$ cat src/rtl/pi_ctrl.sv
// Fixed-point PI controller that drives a shared 16x16 signed sequential multiplier.
// Latency: start to out_valid is 6 + 2*Tm cycles, counting the start cycle as cycle 1; Tm is mul_en to first mul_busy-low cycle.
// Backpressure: start/clear are taken only in IDLE and are dropped, not queued, while busy is high.
//
// Ports:
//   clk, rst        clock, synchronous active-high reset
//   start, clear    step request / integrator clear (sampled only in IDLE, clear wins)
//   err, kp, ki     signed error and gains (Q(15-FRAC).FRAC gains), latched on start
//   busy            high in every state except IDLE
//   out_valid       one-cycle pulse when u is updated
//   u               signed saturated command, held between steps
//   err_flag        one-cycle pulse when the multiplier never raises mul_busy
//   mul_en/a/b      multiplier start pulse and operands (operands registered)
//   mul_busy, mul_r multiplier status and product (product valid once busy falls)
module pi_ctrl #(
  parameter int FRAC    = 8,
  parameter int WAIT_TO = 4
) (
  input  logic               clk,
  input  logic               rst,
  input  logic               start,
  input  logic               clear,
  input  logic signed [15:0] err,
  input  logic signed [15:0] kp,
  input  logic signed [15:0] ki,
  output logic               busy,
  output logic               out_valid,
  output logic signed [15:0] u,
  output logic               err_flag,
  output logic               mul_en,
  output logic signed [15:0] mul_a,
  output logic signed [15:0] mul_b,
  input  logic               mul_busy,
  input  logic signed [31:0] mul_r
);

  // Timeout counter is at least 3 bits wide, wider if WAIT_TO needs it.
  localparam int CW = ($clog2(WAIT_TO + 1) < 3) ? 3 : $clog2(WAIT_TO + 1);
  localparam logic [CW-1:0] TO_LIM = CW'(WAIT_TO);

  localparam logic [3:0] S_IDLE      = 4'd0;
  localparam logic [3:0] S_LOAD      = 4'd1;
  localparam logic [3:0] S_ISSUE_P   = 4'd2;
  localparam logic [3:0] S_WAIT_P_HI = 4'd3;
  localparam logic [3:0] S_WAIT_P_LO = 4'd4;
  localparam logic [3:0] S_ISSUE_I   = 4'd5;
  localparam logic [3:0] S_WAIT_I_HI = 4'd6;
  localparam logic [3:0] S_WAIT_I_LO = 4'd7;
  localparam logic [3:0] S_SUM       = 4'd8;
  localparam logic [3:0] S_DONE      = 4'd9;
  localparam logic [3:0] S_ABORT     = 4'd10;

  logic [3:0]         state;
  logic signed [15:0] integ;
  logic signed [31:0] p_reg;
  logic signed [31:0] i_reg;
  logic signed [15:0] err_q;
  logic signed [15:0] kp_q;
  logic signed [15:0] ki_q;
  logic [CW-1:0]      cnt;
  logic [CW-1:0]      cnt_inc;

  logic signed [16:0] integ_sum;
  logic signed [32:0] sum_s;
  logic signed [32:0] sum_t;

  function automatic logic signed [15:0] sat17(input logic signed [16:0] v);
    if (v[16:15] == {2{v[16]}}) return v[15:0];
    else if (v[16])             return 16'sh8000;
    else                        return 16'sh7FFF;
  endfunction

  function automatic logic signed [15:0] sat33(input logic signed [32:0] v);
    if (v[32:15] == {18{v[32]}}) return v[15:0];
    else if (v[32])              return 16'sh8000;
    else                         return 16'sh7FFF;
  endfunction

  // 17-bit sum cannot overflow, so clamping it gives a non-wrapping integrator.
  assign integ_sum = {integ[15], integ} + {err_q[15], err_q};
  // 33-bit sum of the two products, then floor-rescale by the gain fraction.
  assign sum_s     = {p_reg[31], p_reg} + {i_reg[31], i_reg};
  assign sum_t     = sum_s >>> FRAC;
  assign cnt_inc   = cnt + CW'(1);

  assign busy      = (state != S_IDLE);
  assign out_valid = (state == S_DONE);
  assign err_flag  = (state == S_ABORT);
  // Gated by rst so a reset in an issue cycle never launches a multiply.
  assign mul_en    = !rst && ((state == S_ISSUE_P) || (state == S_ISSUE_I));

  always_ff @(posedge clk) begin
    if (rst) begin
      state <= S_IDLE;
      integ <= '0;
      p_reg <= '0;
      i_reg <= '0;
      err_q <= '0;
      kp_q  <= '0;
      ki_q  <= '0;
      cnt   <= '0;
      u     <= '0;
      mul_a <= '0;
      mul_b <= '0;
    end else begin
      case (state)
        S_IDLE: begin
          if (clear) begin
            integ <= '0;
          end else if (start) begin
            err_q <= err;
            kp_q  <= kp;
            ki_q  <= ki;
            state <= S_LOAD;
          end
        end
        S_LOAD: begin
          integ <= sat17(integ_sum);
          // Operands are set up one cycle early so they are valid during the issue pulse.
          mul_a <= err_q;
          mul_b <= kp_q;
          state <= S_ISSUE_P;
        end
        S_ISSUE_P: begin
          cnt   <= '0;
          state <= S_WAIT_P_HI;
        end
        S_WAIT_P_HI: begin
          if (mul_busy) begin
            state <= S_WAIT_P_LO;
          end else begin
            cnt <= cnt_inc;
            if (cnt_inc == TO_LIM) state <= S_ABORT;
          end
        end
        S_WAIT_P_LO: begin
          if (!mul_busy) begin
            p_reg <= mul_r;
            // integ already holds the LOAD update here.
            mul_a <= integ;
            mul_b <= ki_q;
            state <= S_ISSUE_I;
          end
        end
        S_ISSUE_I: begin
          cnt   <= '0;
          state <= S_WAIT_I_HI;
        end
        S_WAIT_I_HI: begin
          if (mul_busy) begin
            state <= S_WAIT_I_LO;
          end else begin
            cnt <= cnt_inc;
            if (cnt_inc == TO_LIM) state <= S_ABORT;
          end
        end
        S_WAIT_I_LO: begin
          if (!mul_busy) begin
            i_reg <= mul_r;
            state <= S_SUM;
          end
        end
        S_SUM: begin
          u     <= sat33(sum_t);
          state <= S_DONE;
        end
        S_DONE:  state <= S_IDLE;
        S_ABORT: state <= S_IDLE;
        default: state <= S_IDLE;
      endcase
    end
  end

endmodule
$ cat config.mk
export PLATFORM = sky130hd
export DESIGN_NAME = pi_ctrl
export DESIGN_NICKNAME = d
export VERILOG_FILES = /design/src/rtl/pi_ctrl.sv
export SDC_FILE = /design/constraint.sdc
export NUM_CORES = 1
export LEC_CHECK = 0
export ABC_CLOCK_PERIOD_IN_PS = 4290
export CORE_MARGIN = 4
export CORE_UTILIZATION = 55
export CTS_CLUSTER_DIAMETER = 150
export DETAILED_ROUTE_END_ITERATION = 8
export PLACE_DENSITY_LB_ADDON = 0.25
export SYNTH_ARGS = -nofsm -noshare
export SYNTH_HDL_FRONTEND = slang
export SYNTH_SLANG_ARGS = --single-unit
$ cat constraint.sdc
create_clock -name clk -period 4.29 [get_ports clk]
set_input_delay 0.858 -clock clk [delete_from_list [all_inputs] [get_ports clk]]
set_output_delay 0.858 -clock clk [all_outputs]
set_load 0.03 [all_outputs]
==> results.toml, run 1 <==
[outcome]
status = "finished clean"

[drt]
first_pass_iters = 5
drtAntennaViolNets = 0
via_per_instance_ratio = 5.76
post_drt_wl_per_cell_um = 15.9
routed-via-count = 8840
routed_wl_um = 24400
detail_route.iter0.violations = 605
drc = 0

[clock_network]
holdBufCountCts = 0
htree_levels = 4
post_cts.repair.setup_buffers = 0
clk_latency_ns = 0.43
cts.sinks = 183
postCtsResizedCells = 0
numCtsBuffers = 17
cts_tree = "yes"
clock_tree.buffer_depth = 2
cts.clk_slew.worst_paths_ns = 0.07
clockRootBuffer = "clkbuf_16"

[placed_design]
setup_ws_pre_cts_ns = 0.792
place.gp.congestion = 0.966
hpwlAfterDp_um = 17100
numPortBuffers = 136

[worst_setup_path]
worst_setup_path_start_kind = "register"
path_buf_inv = 1
critical_path_class = "register to register"
timing.critical_path.required_ns = 4.60
cp_max_fo = 14
cp_data_arrival_time_ns = 3.87
slowest_delay_ns = 0.56
endpoint_kind = "register"
worst_path_max_delay_cell = "or4_4"
cp_cell_sequence = "ha_1 -> nand4_1 -> nor4_2 -> o311ai_2 -> a31oi_1 -> a21oi_1 -> xnor2_1 -> or4_4 -> a211oi_4 -> buf_4 -> and2_1 -> a211oi_2"
timing.critical_path.max_delay_family = "simple AND/OR/NAND/NOR gates"

[cells_and_area]
flow.area_growth_from_synthesis_pct = 21.1
final-seq-area_sq_um = 3660
multiInputGateArea_sq_um = 5630
drive_above_1_share_pct = 6.33
final_net_count = 1434
fill_cells = 1479
layout_common_cells = "nand2_1, dfxtp_1, a21oi_1, clkdlybuf4s50_1, nor2_1"
insertedDiodeCount = 0
layout.cells.most_common = "nand2_1"

[pwr]
p_int_w = 0.00274
pwr-share-clk_pct = 39.8
peakVddDrop_v = 0.000278
power_frac_seq_pct = 48.2
power_density_nw_per_um2 = 319
power_switching_w = 0.000987
switching_fraction_of_total_power_pct = 26.5
pwr-share-comb_pct = 12.0
power.static_leakage_nw = 4.16

[synth]
postSynthNetCount = 1339
synth_ff_type = "dfxtp_1"
post_synth_instance_area_sq_um = 9620
synth_area_per_cell_sq_um = 7.99
ys_async_sr_fraction_pct = 0
synth.top_cells.by_area = "dfxtp_1, nand2_1, a21oi_1, ha_1, mux2i_1"
synth.yosys.warnings = 0
ys_ff_latch = 183
synth_cell_type_count = 68
part_of_the_yosys_area_used_for_sequential_elements_pct = 38.1
synth_enable_flop_cells = 0
share_of_the_synthesized_area_in_the_top_cell_type_pct = 38.1
synth_area_leader_cell = "dfxtp_1"
synthesis.instances = 1204

[floorplan]
row_count = 48
io_pins = 137
die-area_sq_um = 19700
fp.dieW_um = 140
die_h_um = 140
starting_utilization_of_the_core_area_pct = 55.8
floorplan.core_area_sq_um = 17200

[sta]
min_period_ns = 3.55
timing.slew.headroom_pct = 42.3
timing.final.max_slew_violations = 0
tns_ns = 0
timing.final.ws_setup_ns = 0.735
worst_margin_pin_slew_ns = 0.865
finalHoldViolCount = 0
final_min_period_over_clock_period_pct = 82.9
setup-violations-final = 0
grt_setup_unrepaired = "false"
max_freq_ghz = 0.281
fin_worst_skew_ns = 0.0100

[global_routing]
grt_pass1_vias = 8358
grt_antenna_before_repair = 0
gr-usage-all-layers_pct = 24.1
grt_start_max_net_pins = 87
gr-total-overflow = 0
grt_first_pass_wirelength_um = 39900

[worst_hold_path]
hold_path.class = "register to register"

[flow_run]
max-cap-violations = 0
-- power by group through the flow --
stage          registers (W)  clock network, W  logic [W]
3_5_place_dp         0.00183                 0   0.000446
6_report             0.00179           0.00148   0.000446
5_1_grt              0.00180           0.00157   0.000486
2_1_floorplan        0.00188                 0   0.000201
4_1_cts              0.00179           0.00151   0.000449
3_3_place_gp         0.00183                 0   0.000441
-- per-stage QoR --
| stage | cells | hold WS (ns) | utilization [%] | area [sq um] | total power, W |
|---|---|---|---|---|---|
| finish | 1536 | 0.453 | 67.6 | 11700 | 0.00372 |
| global route | 1536 | 0.467 | 67.6 | 11700 | 0.00386 |
| CTS | 1536 | 0.456 | 67.6 | 11700 | 0.00375 |
| detailed placement | 1505 | 0.447 | 64.4 | 11100 | 0.00228 |
| global placement | 1505 | 0.441 | 64.4 | 11100 | 0.00227 |
| floorplan | 1204 | 0.436 | - | 9620 | 0.00208 |
-- cell type report --
class / instances / area share (%)
clock buffers: 19 / 3.89
clock inverters: 12 / 0.795
inverters: 13 / 0.419
multi-input cells: 931 / 48.3
flip-flops and latches: 183 / 31.4
well taps: 225 / 2.42
repair buffers: 153 / 12.8
-- path summary, 6_finish.rpt --
path	end	start	slack (ns)	cells after the start
min	kp_q[14]	kp_q[14]	0.45	2
min reg2reg	kp_q[14]	kp_q[14]	0.45	2
max reg2reg	u[11]	p_reg[16]	0.74	12
max	u[11]	p_reg[16]	0.74	12
-- cell usage after synthesis (all sizes together), types with 10 or more instances --
master  count
a311oi     14
ha         49
dfxtp     183
clkbuf     65
a21oi     167
nand3      11
nor3       24
o21ai      33
a221oi     10
nand2b     10
mux2i      36
nand2     267
xor2       12
a211oi     42
buf        12
nor2       82
nand4      14
xnor2      18
o21a       10
inv        13
a31oi      11
a21o       16
-- metal layers --
metal  vias to the layer above  routed length [um]  track usage, %
met1                      4083               10800            30.6
met3                        46                1330            5.26
met2                       241               11800            41.3
met4                         0                 473            6.99
li1                       4470                   -               -
met5                         -                   0               0
-- cells by family (layout without fill, tap and decap cells) --
| logic type | count (synthesis) | after routing | synth area share, % |
|---|---|---|---|
| mux | 36 | 36 | 3.75 |
| simple gates | 465 | 465 | 21.3 |
| buf+inv | 90 | 197 | 3.68 |
| xor+xnor | 30 | 30 | 2.73 |
| flops | 183 | 183 | 38.1 |
| compound gates | 349 | 349 | 23.8 |
| fa+ha+maj | 51 | 51 | 6.68 |
-- tightest hold or removal path, cell delays in order, from the launching register on --
cell	delay (ns)
dfxtp_1	0.31
nand2_1	0.05
a21oi_1	0.05
(Power assumes the default switching activity.)
==> run 2, diff against run 1 <==
- ABC_CLOCK_PERIOD_IN_PS: 4290 -> 3100
- CORE_UTILIZATION: 55 -> 50
- clock period: 4.29 -> 3.1 ns (I/O delays scaled with it)
==> results.toml, run 2 (synthesis gave the netlist of run 1 again) <==
[clock_network]
numCtsBuffers = 17
htree_levels = 4
cts.sinks = 183
clk_latency_ns = 0.44
clockRootBuffer = "clkbuf_16"
cts.clk_slew.worst_paths_ns = 0.08
clock_tree.buffer_depth = 2
cts_tree = "yes"

[sta]
min_period_ns = 3.24
grt_setup_unrepaired = "true"
worst_margin_pin_slew_ns = 0.875
fin_worst_skew_ns = 0.0132
finalHoldViolCount = 0
timing.slew.headroom_pct = 41.7
timing.final.max_slew_violations = 0
final_min_period_over_clock_period_pct = 105
timing.final.ws_setup_ns = -0.141
max_freq_ghz = 0.309
setup-violations-final = 15

[drt]
routed_wl_um = 26500
via_per_instance_ratio = 5.62
first_pass_iters = 5
detail_route.iter0.violations = 562
post_drt_wl_per_cell_um = 15.9
drtAntennaViolNets = 0
routed-via-count = 9365
drc = 0

[pwr]
pwr-share-comb_pct = 12.2
peakVddDrop_v = 0.000410
power_density_nw_per_um2 = 415
switching_fraction_of_total_power_pct = 28.6
power_switching_w = 0.00154
p_int_w = 0.00383
power.static_leakage_nw = 4.72
power_frac_seq_pct = 46.1
pwr-share-clk_pct = 41.7

[worst_setup_path]
timing.critical_path.required_ns = 3.44
critical_path_class = "register to register"
register_to_register_setup_slack_ns = -0.14
timing.critical_path.from = "p_reg[14]"
cp_max_fo = 15
cp_data_arrival_time_ns = 3.58
endpoint_kind = "register"
critical_path.reg2reg.startpoint = "p_reg[14]"
worst_setup_path_start_kind = "register"
worst_r2r_path_depth = 12
endpoint = "u[12]"
worst_r2r_endpoint = "u[12]"

[floorplan]
io_pins = 137
die_h_um = 147
fp.dieW_um = 147
row_count = 50
die-area_sq_um = 21500
floorplan.core_area_sq_um = 18800
starting_utilization_of_the_core_area_pct = 51.1

[global_routing]
gr-usage-all-layers_pct = 23.9
grt_first_pass_wirelength_um = 43100
gr-total-overflow = 0
grt_start_max_net_pins = 85
grt_pass1_vias = 8953
grt_antenna_before_repair = 0

[cells_and_area]
layout_common_cells = "nand2_1, dfxtp_1, a21oi_1, clkdlybuf4s50_1, buf_4"
finalCoreUtilization_pct = 68.7
insertedDiodeCount = 0
flow.area_growth_from_synthesis_pct = 34.5
layout.cells.most_common = "nand2_1"
drive_above_1_share_pct = 16.3
fill_cells = 1568
final_net_count = 1528

[flow_run]
max-cap-violations = 0

[placed_design]
numPortBuffers = 136
hpwlAfterDp_um = 18400
place.gp.congestion = 0.912
setup_ws_pre_cts_ns = -0.185

[outcome]
status = "finished, violations left"
violations = "negative setup slack"

[worst_hold_path]
hold_path.class = "register to register"
==> run 2: cell count changes in the layout (fill, tap and decap cells not counted), sizes merged <==
cell | previous run | this run
clkinv | 6 | 9
clkbuf | 19 | 17
clkinvlp | 0 | 1
buf | 18 | 112
inv | 19 | 18
==> run 2: critical path: stages (launching register included) <==
cell and delay [ns]:
dfxtp_1 0.32, ha_1 0.33, a21oi_1 0.25, o21ai_0 0.15, a32oi_2 0.33, a31oi_4 0.14, nor4_1 0.26, a31oi_1 0.09
or4_4 0.54, a211oi_4 0.26, o21bai_2 0.10, buf_12 0.16, a311oi_2 0.21
==> run 2: area by class of cell <==
type / instances / area [sq um] / area share, %
clock buffers: 17 / 425 / 3.29
well taps: 260 / 325 / 2.51
repair buffers: 247 / 2270 / 17.5
clock inverters: 15 / 203 / 1.57
inverters: 13 / 48.8 / 0.377
multi-input cells: 931 / 6000 / 46.4
flip-flops and latches: 183 / 3670 / 28.4
==> run 2: how the worst min path moves through the flow <==
stage	from	endpoint	slack, ns	depth (start not counted)
global route	ki_q[2]	ki_q[2]	0.47	2
finish	ki_q[3]	ki_q[3]	0.46	2
detailed placement	ki_q[8]	ki_q[8]	0.45	2
CTS	ki_q[8]	ki_q[8]	0.46	2
global placement	kp_q[12]	kp_q[12]	0.44	2
floorplan	kp_q[0]	kp_q[0]	0.44	2
==> run 2: power by group through the flow <==
stage / logic, W / registers, W / clock network [W]
after global routing: 0.000708 / 0.00249 / 0.00238
after global placement: 0.000640 / 0.00253 / 0
final: 0.000654 / 0.00248 / 0.00224
after detailed placement: 0.000646 / 0.00253 / 0
after CTS: 0.000653 / 0.00248 / 0.00227
after floorplan: 0.000280 / 0.00260 / 0
==> run 2: per-stage QoR <==
stage	setup TNS (ns)	hold slack [ns]	area, sq um	total power, W	instances
floorplan	-0.182	0.436	9710	0.00288	1204
global placement	-2.37	0.441	11900	0.00317	1625
detailed placement	-2.49	0.447	11900	0.00318	1625
CTS	-0.914	0.458	12800	0.00540	1665
global route	-3.87	0.474	12900	0.00557	1666
finish	-1.34	0.456	12900	0.00537	1666
==> run 2: what timing repair did <==
| action | CTS | global route |
|---|---|---|
| hold buffers | 0 | 0 |
| pin swaps | 8 | 9 |
| buffers inserted | 8 | 1 |
| setup endpoints to repair | 20 | 31 |
| gates cloned | 0 | 0 |
| gates resized for setup | 31 | 36 |
==> run 2: per-layer routing <==
metal / up-vias / share of wire [%] / global-route usage (%)
li1: 4667 / - / -
met1: 4377 / 43 / 29.3
met2: 269 / 49 / 41.4
met3: 52 / 5.1 / 5.03
met4: 0 / 2.3 / 8.75
met5: - / 0 / 0
